**config.mk**
```make
export PLATFORM = sky130hd
export DESIGN_NAME = uart_tx_cfg
export DESIGN_NICKNAME = d
export VERILOG_FILES = /design/src/rtl/uart_tx_cfg.sv
export SDC_FILE = /design/constraint.sdc
export NUM_CORES = 1
export LEC_CHECK = 0
export CORE_MARGIN = 2
export CORE_UTILIZATION = 40
export DETAILED_ROUTE_END_ITERATION = 8
export DONT_BUFFER_PORTS = 1
export GPL_ROUTABILITY_DRIVEN = 0
export SLEW_MARGIN = 20
export SYNTH_ARGS = -nofsm -noshare
export SYNTH_HDL_FRONTEND = slang
export SYNTH_SLANG_ARGS = --single-unit
export TNS_END_PERCENT = 100
```
**constraint.sdc**
```tcl
create_clock -name clk -period 4.4 [get_ports clk]
set_clock_uncertainty 0.05 [all_clocks]
set_input_delay 0.22 -clock clk [delete_from_list [all_inputs] [get_ports clk]]
set_output_delay 0.22 -clock clk [all_outputs]
set_load 0.01 [all_outputs]
```
**src/rtl/uart_tx_cfg.sv**
```systemverilog
// uart_tx_cfg: configurable UART transmitter with per-frame latched baud rate,
// optional parity and one or two stop bits.
// Optional feature: define UART_TX_PARITY_EN to build the PARITY state and
// parity generation; without it parity_mode is ignored and no parity bit is sent.
module uart_tx_cfg #(
    parameter int CLK_HZ    = 50000000,
    parameter int DATA_BITS = 8
) (
    input  logic                 clk,
    input  logic                 rst_n,
    input  logic                 send_en,
    input  logic [DATA_BITS-1:0] data_byte,
    input  logic [2:0]           baud_set,
    input  logic [1:0]           parity_mode,
    input  logic                 stop2,
    output logic                 uart_tx,
    output logic                 uart_state,
    output logic                 tx_done
);

    // Bit periods in clock cycles, rounded to nearest.
    localparam int CYC_0 = (CLK_HZ + 4800) / 9600;
    localparam int CYC_1 = (CLK_HZ + 9600) / 19200;
    localparam int CYC_2 = (CLK_HZ + 19200) / 38400;
    localparam int CYC_3 = (CLK_HZ + 28800) / 57600;
    localparam int CYC_4 = (CLK_HZ + 57600) / 115200;
    localparam int CYC_5 = (CLK_HZ + 115200) / 230400;
    localparam int CYC_6 = (CLK_HZ + 230400) / 460800;
    localparam int CYC_7 = (CLK_HZ + 460800) / 921600;

    if (DATA_BITS < 5 || DATA_BITS > 9) begin : g_bad_data_bits
        $error("uart_tx_cfg: DATA_BITS must be in 5..9");
    end

    if (CYC_0 > 65536 || CYC_7 < 1) begin : g_bad_clk_hz
        $error("uart_tx_cfg: CLK_HZ gives a bit period outside the 16-bit counter range");
    end

    // Last count value of a bit period for the selected baud rate.
    function automatic logic [15:0] bit_last(input logic [2:0] sel);
        case (sel)
            3'd0:    bit_last = 16'(CYC_0 - 1);
            3'd1:    bit_last = 16'(CYC_1 - 1);
            3'd2:    bit_last = 16'(CYC_2 - 1);
            3'd3:    bit_last = 16'(CYC_3 - 1);
            3'd4:    bit_last = 16'(CYC_4 - 1);
            3'd5:    bit_last = 16'(CYC_5 - 1);
            3'd6:    bit_last = 16'(CYC_6 - 1);
            default: bit_last = 16'(CYC_7 - 1);
        endcase
    endfunction

`ifdef UART_TX_PARITY_EN
    typedef enum logic [2:0] {IDLE, START, DATA, PARITY, STOP} state_t;
`else
    typedef enum logic [2:0] {IDLE, START, DATA, STOP} state_t;
`endif

    state_t               state, state_n;
    logic [15:0]          cnt, cnt_n;
    logic [3:0]           bit_idx, bit_idx_n;
    logic                 stop_idx, stop_idx_n;
    logic [DATA_BITS-1:0] shreg, shreg_n;
    logic [2:0]           baud_l, baud_n;
    logic                 stop2_l, stop2_n;
    logic                 tx_n, busy_n, done_n;
    logic                 bit_end;

`ifdef UART_TX_PARITY_EN
    logic                 par_en_l, par_en_n;
    logic                 par_bit_l, par_bit_n;
`else
    logic                 unused_parity_mode;
    assign unused_parity_mode = ^parity_mode;
`endif

    // State, counters, latched frame settings and registered outputs.
    always_ff @(posedge clk or negedge rst_n) begin
        if (!rst_n) begin
            state      <= IDLE;
            cnt        <= '0;
            bit_idx    <= '0;
            stop_idx   <= 1'b0;
            shreg      <= '0;
            baud_l     <= '0;
            stop2_l    <= 1'b0;
`ifdef UART_TX_PARITY_EN
            par_en_l   <= 1'b0;
            par_bit_l  <= 1'b0;
`endif
            uart_tx    <= 1'b1;
            uart_state <= 1'b0;
            tx_done    <= 1'b0;
        end else begin
            state      <= state_n;
            cnt        <= cnt_n;
            bit_idx    <= bit_idx_n;
            stop_idx   <= stop_idx_n;
            shreg      <= shreg_n;
            baud_l     <= baud_n;
            stop2_l    <= stop2_n;
`ifdef UART_TX_PARITY_EN
            par_en_l   <= par_en_n;
            par_bit_l  <= par_bit_n;
`endif
            uart_tx    <= tx_n;
            uart_state <= busy_n;
            tx_done    <= done_n;
        end
    end

    // Next-state and next-output logic; the line value is computed one edge
    // ahead so uart_tx changes exactly on bit boundaries.
    always_comb begin
        state_n    = state;
        bit_idx_n  = bit_idx;
        stop_idx_n = stop_idx;
        shreg_n    = shreg;
        baud_n     = baud_l;
        stop2_n    = stop2_l;
`ifdef UART_TX_PARITY_EN
        par_en_n   = par_en_l;
        par_bit_n  = par_bit_l;
`endif
        tx_n       = uart_tx;
        busy_n     = uart_state;
        done_n     = 1'b0;
        bit_end    = (cnt == bit_last(baud_l));
        cnt_n      = bit_end ? '0 : cnt + 16'd1;

        case (state)
            IDLE: begin
                cnt_n  = '0;
                tx_n   = 1'b1;
                busy_n = 1'b0;
                if (send_en) begin
                    shreg_n    = data_byte;
                    baud_n     = baud_set;
                    stop2_n    = stop2;
                    bit_idx_n  = '0;
                    stop_idx_n = 1'b0;
`ifdef UART_TX_PARITY_EN
                    par_en_n   = (parity_mode == 2'b01) || (parity_mode == 2'b10);
                    par_bit_n  = (^data_byte) ^ (parity_mode == 2'b01);
`endif
                    state_n    = START;
                    tx_n       = 1'b0;
                    busy_n     = 1'b1;
                end
            end
            START: begin
                if (bit_end) begin
                    state_n = DATA;
                    tx_n    = shreg[0];
                end
            end
            DATA: begin
                if (bit_end) begin
                    if (bit_idx == 4'(DATA_BITS - 1)) begin
`ifdef UART_TX_PARITY_EN
                        if (par_en_l) begin
                            state_n = PARITY;
                            tx_n    = par_bit_l;
                        end else
`endif
                        begin
                            state_n    = STOP;
                            stop_idx_n = 1'b0;
                            tx_n       = 1'b1;
                        end
                    end else begin
                        bit_idx_n = bit_idx + 4'd1;
                        shreg_n   = shreg >> 1;
                        tx_n      = shreg[1];
                    end
                end
            end
`ifdef UART_TX_PARITY_EN
            PARITY: begin
                if (bit_end) begin
                    state_n    = STOP;
                    stop_idx_n = 1'b0;
                    tx_n       = 1'b1;
                end
            end
`endif
            STOP: begin
                tx_n = 1'b1;
                if (bit_end) begin
                    if (stop2_l && !stop_idx) begin
                        stop_idx_n = 1'b1;
                    end else begin
                        state_n = IDLE;
                        busy_n  = 1'b0;
                        done_n  = 1'b1;
                    end
                end
            end
            default: begin
                state_n = IDLE;
                tx_n    = 1'b1;
                busy_n  = 1'b0;
            end
        endcase
    end

endmodule

```
### After elaboration in Yosys (flattened, before gate mapping)

Cells that the tools add are included.

* bits in registers: 39
* logic and storage cells: 81
* output and inout port bits: 3

* reductions and logical operators: 13
* bitwise logic cells: 1
* add/sub/neg operators: 2
* multiplexer cells: 36
* equality and inequality tests: 19

Operator list (count)
* 13-bit case mux with 7 select lines: 1
* 16-bit 2-to-1 mux: 2
* 8-bit 2-to-1 mux: 3
* 3-bit 2-to-1 mux: 6
* 16-bit by 1-bit adder with 16-bit output (second input constant): 1
* 16-bit equality test: 1
* 2-bit inequality test (second input constant): 8
* 8-bit case mux with 2 select lines: 1
* 1-bit 2-to-1 mux: 15
* 3-bit by 2-bit equality test with 1-bit output (second input constant): 4
* 4-bit 2-to-1 mux: 3
* 3-bit case mux with 4 select lines: 1
* 6-bit AND reduction: 2
* 3-bit equality test (second input constant): 3
* 1-bit case mux with 3 select lines: 3
* 4-bit case mux with 2 select lines: 1
* 3-bit by 1-bit equality test with 1-bit output (second input constant): 2
* 3-bit zero test: 2
* 4-bit by 1-bit adder with 4-bit output (second input constant): 1
* 4-bit by 3-bit equality test with 1-bit output (second input constant): 1
* 2-bit AND reduction: 2
* 4-bit AND reduction: 1
* 3-bit AND reduction: 1
* 3-bit nonzero test: 1
* 5 further kinds: 5

### Longest topological paths before layout

Gate-level depths: netlist (run 1).

* word-level depth: 5
* gate-level depth with buffers: 11
* depth with buffers taken out: 8

### Worst setup path after synthesis (run 1)

Ideal clock, no wire load.

* kind: reg2reg
* from: register baud_l[1]
* to: register shreg[5]
* slack: 1970 ps
* setup time: 125 ps
* data required time: 4225 ps
* period minus slack after synthesis: 2430 ps
* arrival: 2255 ps
* stages on the path, launching flop included: 9
* buffers on the path: 1
* cells stage by stage: dfrtp_1 -> or3b_4 -> xnor2_1 -> or4_1 -> a31oi_1 -> and4b_1 -> buf_6 -> a31oi_4 -> mux2_4

* cells in the longest elaborated chain, start to end: 5

RTL lines
* start, declared: RTL line 64 `logic [2:0] baud_l, baud_n;`
* start signal, assigned: RTL line 100 `baud_l <= baud_n;`
* 3-bit equality test, or another cell as far along: RTL line 41 `case (sel)`
* 13-bit case mux with 7 select lines (*): RTL line 41
* 16-bit equality test (*): RTL line 128 `bit_end = (cnt == bit_last(baud_l));`
* 2-bit inequality test (no line) (*)
* 4-bit AND reduction (no line) (*)
* end signal, assigned: RTL line 99 `shreg <= shreg_n;`
* end, declared: RTL line 63 `logic [DATA_BITS-1:0] shreg, shreg_n;`

Every way passes the cells marked *; elsewhere a longest branch is shown, timed or not.
A chain may end at the register's enable or synchronous reset.

### Final worst setup path (run 1)

* from: register baud_l[0]
* to: register cnt[14]

* cells in the longest elaborated chain, start to end: 5

RTL lines
* 3-bit equality test, or another cell as far along: RTL line 41
* 13-bit case mux with 7 select lines (*): RTL line 41
* 16-bit equality test (*): RTL line 128
* 16-bit 2-to-1 mux (*): RTL line 129 `cnt_n = bit_end ? '0 : cnt + 16'd1;`
* 16-bit 2-to-1 mux (*): RTL line 131 `case (state)`
* net cnt_n[14]: RTL line 60 `logic [15:0] cnt, cnt_n;`
* end signal, assigned: RTL line 96 `cnt <= cnt_n;`
* end, declared: RTL line 60

The timed path passes the listed nets; every way through them passes the cells marked *.

==> impl_metrics.tcl, run 1 <==
set metrics [dict create \
    outcome "finished clean" \
    postLayoutCellArea_um2 2482 \
    grt_pass1_vias 1650 \
    n_antenna_cell 0 \
    fillers 537 \
    critPathMaxFanout 18 \
    rrSetupSlack_ns 1.39 \
    ys_types 51 \
    pin_count 20 \
    start_util_pct 41.73 \
    startpoint "baud_l[0]$_DFFE_PN0P_" \
    clockBufferDepth 2 \
    portBuffers 0 \
    finalMaxSlewViolations 0 \
    ys.warnings.count 0 \
    dp_slack_ns 1.362 \
    placed_area_um2 2333 \
    setup_viol 0 \
    maxCapViolations 0 \
    criticalPathCategory "reg2reg" \
    synthArstFlopShare_pct 100.0 \
    wl_per_cell_um 13.95 \
    clock-sinks 38 \
    finalCritPeriodShare_pct 68.44 \
    cp.required_ns 4.51 \
    tightest_slew_ns 0.8185 \
    yosysSeqAreaShare_pct 41.18 \
    holdCritPathClass "in2reg" \
    core_um2 5540 \
    vdd_drop_max_uv 215.0 \
    r2r-end "cnt[14]$_DFF_PN0_" \
    cts_resized 0 \
    cts.clk_slew.worst_paths_ns 0.08 \
    die_x_um 80.03 \
    drc 0 \
    setup.worst_path.end_class "register" \
    cellLeakagePower_nw 1.079 \
    synth_ff_type "dfrtp_1" \
    cts_tree "built" \
    ant_nets 0 \
    hold_viol_final 0 \
    nets 261 \
    synth-seq-cells 38 \
    htreeDepth 2 \
    met2_wirelength_um 1916 \
    drtIter0Drc 50 \
    antenna_found_initial 0 \
    synth_edf_count 0 \
    dieArea_um2 6405 \
    netlist_instances 239 \
    wirelength_um 4338 \
    timing.rr.start "baud_l[0]$_DFFE_PN0P_" \
    period_minus_slack_ns 3.011 \
    die_y_um 80.03 \
    grt_pass1_wl_um 7714 \
    grt_start_max_net_pins 39 \
    via_count 1676 \
    setup.worst_path.start_class "register" \
    routed.top_layer "met4" \
    drive_above_1_share_pct 13.81 \
    syn_to_final_growth_pct 7.359 \
    crit_arrival_ns 3.12 \
    drt-met1-wl_um 2207 \
    rows 27 \
    powerDensity_nw_per_um2 263.3 \
    netlist_area_um2 2312 \
    grt-ovfl-total 0 \
    fin_ws_ns 1.389 \
    fin_setup_tns_ns 0 \
    grt_usage_pct 15.40 \
    vias_per_cell 5.389 \
    syn-num-nets 262 \
    final_core_util_pct 44.81 \
    ctsRootBufferMaster "clkbuf_8" \
    firstDrtPassIters 4 \
    cts_made_buffers 5 \
    cp-endpoint "cnt[14]$_DFF_PN0_" \
    max_freq_mhz 332.1 \
    dp_hpwl_um 2973 \
    syn_area_per_cell_um2 9.675 \
    met3WireLength_um 157 \
    rsz0062_at_grt "false" \
    reg2reg_depth 8 \
    worst_skew_pair.late_latency_ns 0.29 \
    cts_setup_buffers 0 \
    timing.slew.headroom_pct 45.43 \
]
worst min path at each step:
stage,start,to,slack (ns),depth (start not counted)
floorplan,rst_n,baud_l[0]$_DFFE_PN0P_,-0.13,0
global placement,rst_n,cnt[8]$_DFF_PN0_,-0.12,0
detailed placement,rst_n,cnt[6]$_DFF_PN0_,-0.12,0
CTS,baud_set[2],baud_l[2]$_DFFE_PN0P_,0.01,1
global route,stop2,stop2_l$_DFFE_PN0P_,0.01,1
finish,stop2,stop2_l$_DFFE_PN0P_,0.03,1
repair_timing:
item | 4_1_cts | 5_1_grt
hold endpoints to repair | 39 | 0
endpoints found under the setup margin | 0 | 0
hold buffers | 3 | 0
placed cells by master, fill, tap and decap left out, types with 3 or more instances in the layout:
master / n
nor3b_1: 3
o21ai_0: 6
ha_1: 6
nand2_1: 18
o211ai_1: 5
a21oi_1: 7
nor2_1: 31
mux2i_1: 3
mux2_2: 15
dfrtp_1: 37
clkbuf_8: 5
inv_1: 8
xor2_1: 10
and3_1: 6
a31oi_1: 7
nand3_1: 11
nor2b_1: 7
xnor2_1: 8
stage by stage:
stage / hold slack, ns / power, mW / instances
6_report: 0.02724 / 0.6537 / 311
5_1_grt: 0.01147 / 0.6821 / 311
4_1_cts: 0.01266 / 0.6667 / 311
3_5_place_dp: -0.1234 / 0.3586 / 300
3_3_place_gp: -0.1238 / 0.3586 / 300
2_1_floorplan: -0.1256 / 0.3584 / 239
kinds of logic after synthesis:
group,Yosys count,share of synthesized area (%)
and+or+nand+nor,95,21.32
AOI/OAI and AO/OA,42,13.26
adders and majority gates,6,3.247
muxes,19,9.253
buffers and inverters,21,4.924
DFF,38,41.18
xor gates and xnor gates,18,6.818
area by class of cell:
class                   count  area (um2)  area share, %
multi-input cells         180        1246          50.20
flip-flops and latches     38       952.2          38.36
well taps                  72       90.09          3.629
clock buffers               5       68.82          2.772
repair buffers              5       55.05          2.218
clock inverters             3       40.04          1.613
inverters                   8       30.03          1.210
flip-flops by register name (all words and copies together), names as in the netlist:
| register | flops |
|---|---|
| state | 2 |
| uart_state | 1 |
| baud_l | 3 |
| shreg | 8 |
| stop2_l | 1 |
| uart_tx | 1 |
| tx_done | 1 |
| stop_idx | 1 |
| bit_idx | 4 |
| cnt | 16 |
metal layers:
metal / vias to the layer above / track usage [%]
met5: - / 0
met4: 0 / 5.424
met3: 4 / 3.846
met2: 27 / 24.33
met1: 805 / 20.46
li1: 840 / -
worst max-delay path, stage by stage, from the launching register on:
cell	delay, ns
dfrtp_1	0.56
or3b_4	0.46
xnor2_1	0.13
or4_1	0.42
a31oi_1	0.20
and4b_1	0.22
buf_4	0.25
or2_1	0.48
nor2_1	0.11
cell usage after synthesis, drive strengths merged (2+ instances only):
library cell  count  share of area, %
nand2b            2              0.54
a211oi            2              0.65
and4b             2              0.87
nand2            18               2.9
nand4             2              0.54
and3              6               1.6
a21oi             7               1.5
mux2i             3               1.3
o21ai             6               1.3
nor3              2              0.43
o211ai            5               1.6
inv               8               1.3
mux2             16               8.0
a211o             2              0.76
xor2             10               3.8
dfrtp            37                40
nor2             31               5.0
a31oi             8               2.8
nand3            11               2.4
xnor2             8               3.0
or3b              2              0.87
o221ai            2               1.0
nor2b             7               1.9
nor4bb            2              0.87
buf               9               3.0
and4              2              0.76
clkbuf            4              0.65
nor3b             3              0.97
ha                6               3.2
report_power, final:
| group | switching [mW] | internal [mW] | total, mW |
|---|---|---|---|
| sequential | 0 | 0.349 | 0.349 |
| clock | 0.125 | 0.167 | 0.292 |
| combinational | 0.00798 | 0.00497 | 0.0130 |
| total | 0.133 | 0.521 | 0.654 |
Note: power is estimated with default switching activity, not from simulation.
==> inputs of run 2 (changes only) <==
==> constraint.sdc (replaced) <==
create_clock -name clk -period 2.86 [get_ports clk]
set_clock_uncertainty 0.05 [all_clocks]
set_input_delay 0.143 -clock clk [delete_from_list [all_inputs] [get_ports clk]]
set_output_delay 0.143 -clock clk [all_outputs]
set_load 0.01 [all_outputs]
==> run 2 against run 1 <==
  * Critical path depth shrank 1
  * Die area is the same
  * Largest cell class unchanged
  * Clock power grew 34%
  * Largest power group unchanged
  * Utilization grew 1.4 points
  * Register-to-register slack lost 1.2 ns
  * Count of clock-buffer cells in the layout grew 2
==> impl_metrics.tcl, run 2 (synthesized netlist as in run 1, its figures left out) <==
set metrics [dict create \
    outcome "finished clean" \
    period_minus_slack_ns 2.719 \
    worst_skew_pair.late_latency_ns 0.29 \
    grt_usage_pct 16.13 \
    clock-sinks 38 \
    cts.clk_slew.worst_paths_ns 0.08 \
    top_register "cnt" \
    cts_tree "built" \
    pwr-share-clk_pct 41.0 \
    slowest_delay_ns 0.48 \
    die_y_um 80.03 \
    finalMaxSlewViolations 0 \
    via_count 1767 \
    drtIter0Drc 92 \
    rows 27 \
    cts_made_buffers 5 \
    n_antenna_cell 0 \
    hold_viol_final 0 \
    crit_path_cell_trace "or3b_4 > xnor2_1 > or4_1 > a31oi_1 > and4b_1 > a31oi_4 > mux2_4" \
    critPathMaxFanout 8 \
    r2r-end "shreg[5]$_DFFE_PN0P_" \
    holdCritPathClass "in2reg" \
    final_cell_mix "dfrtp_1, nor2_1, nand2_1" \
    cts_setup_buffers 0 \
    clockBufferDepth 2 \
    die_x_um 80.03 \
    drive_above_1_share_pct 15.60 \
    rsz0062_at_grt "false" \
    setup_viol 0 \
    final_common_cell "dfrtp_1" \
    grt_pass1_vias 1778 \
    slowest_stage "and4b_1" \
    cp.required_ns 3.00 \
    cts_resized 0 \
    p_int_mw 0.7429 \
    fin_setup_tns_ns 0 \
    drc 0 \
    hold_depth 2 \
    maxCapViolations 0 \
    wirelength_um 4547 \
    finalCritPeriodShare_pct 95.07 \
    vdd_drop_max_uv 225.2 \
    core_um2 5540 \
    ctsRootBufferMaster "clkbuf_8" \
    pin_count 20 \
    powerDensity_nw_per_um2 371.8 \
    antenna_found_initial 0 \
    pwr-share-comb_pct 2.5 \
    htreeDepth 2 \
    grt_pass1_wl_um 8073 \
    criticalPathCategory "reg2reg" \
    multiInputGateArea_um2 1246 \
    wl_per_cell_um 14.12 \
    tightest_slew_ns 0.3987 \
    timing.slew.headroom_pct 73.14 \
    dieArea_um2 6405 \
    final_core_util_pct 46.16 \
    max_freq_mhz 367.8 \
    nets 272 \
    firstDrtPassIters 5 \
    vias_per_cell 5.488 \
    rrSetupSlack_ns 0.14 \
    dp_hpwl_um 3157 \
    grt_start_max_net_pins 39 \
    syn_to_final_growth_pct 10.61 \
    sw_frac_of_total_pct 21.87 \
    min_to "shreg[3]$_DFFE_PN0P_" \
    start_util_pct 41.73 \
    portBuffers 0 \
    fillers 569 \
    timing.rr.start "baud_l[1]$_DFFE_PN0P_" \
    cellLeakagePower_nw 1.123 \
    hp-start "data_byte[3]" \
    share_seq_of_total_power_pct 56.5 \
    grt-ovfl-total 0 \
    crit_arrival_ns 2.86 \
    setup.worst_path.end_class "register" \
    ant_nets 0 \
    power_switching_mw 0.2080 \
    seq_area_um2 952.2 \
    largest_reg_flops 16 \
    setup.worst_path.start_class "register" \
    reg2reg_depth 7 \
    reg_top3 "cnt x16, shreg x8, bit_idx x4" \
]
## run 2: worst max path at each step
stage	startpoint	endpoint	slack (ns)	cells after the start
2_1_floorplan	baud_l[1]$_DFFE_PN0P_	shreg[5]$_DFFE_PN0P_	0.43	8
3_3_place_gp	baud_l[1]$_DFFE_PN0P_	shreg[5]$_DFFE_PN0P_	0.19	7
3_5_place_dp	baud_l[1]$_DFFE_PN0P_	shreg[5]$_DFFE_PN0P_	0.15	7
4_1_cts	baud_l[1]$_DFFE_PN0P_	shreg[5]$_DFFE_PN0P_	0.12	7
5_1_grt	baud_l[1]$_DFFE_PN0P_	shreg[5]$_DFFE_PN0P_	0.02	7
6_report	baud_l[1]$_DFFE_PN0P_	shreg[5]$_DFFE_PN0P_	0.14	7
## run 2: timing repair
action,in CTS,in global routing
hold buffers,7,0
hold endpoints to repair,43,0
endpoints found under the setup margin,0,0
## run 2: through the flow
stage / setup slack, ns / cell area (um2) / power, mW / cells / hold WS (ns)
final: 0.1411 / 2557 / 0.9509 / 322 / 0.06723
after global routing: 0.02209 / 2557 / 0.9784 / 322 / 0.07373
after CTS: 0.1206 / 2557 / 0.9642 / 322 / 0.06365
after detailed placement: 0.1533 / 2386 / 0.5517 / 307 / -0.2006
after global placement: 0.1909 / 2386 / 0.5517 / 307 / -0.2010
after floorplan: 0.4301 / 2312 / 0.5514 / 239 / -0.2026
## run 2: critical path, delay by kind of cell, from the launching register on
kind             cells  cell delay (ns)
AND/OR/NAND/NOR      3             1.32
AO/OA/AOI/OAI        2             0.40
flip-flops           1             0.38
multiplexers         1             0.33
XOR/XNOR             1             0.13
## run 2: power groups by stage
stage	clock, mW	sequential (mW)	combinational, mW
after floorplan	0	0.548	0.00377
after global placement	0	0.548	0.00415
after detailed placement	0	0.548	0.00416
after CTS	0.402	0.537	0.0256
after global routing	0.413	0.537	0.0281
final	0.390	0.537	0.0242
## run 2: routing by layer
layer	vias to the layer above	track usage [%]	part of all wire, %
li1	870	-	-
met1	858	20.79	50
met2	31	26.00	45
met3	8	3.167	3.5
met4	0	7.458	1.9
met5	-	0	0
## run 2: final cells by class
cell class              instances  area share [%]
multi-input cells             180           48.73
flip-flops and latches         38           37.23
repair buffers                 16           5.773
well taps                      72           3.523
clock buffers                   7           3.376
inverters                       8           1.174
clock inverters                 1          0.1957
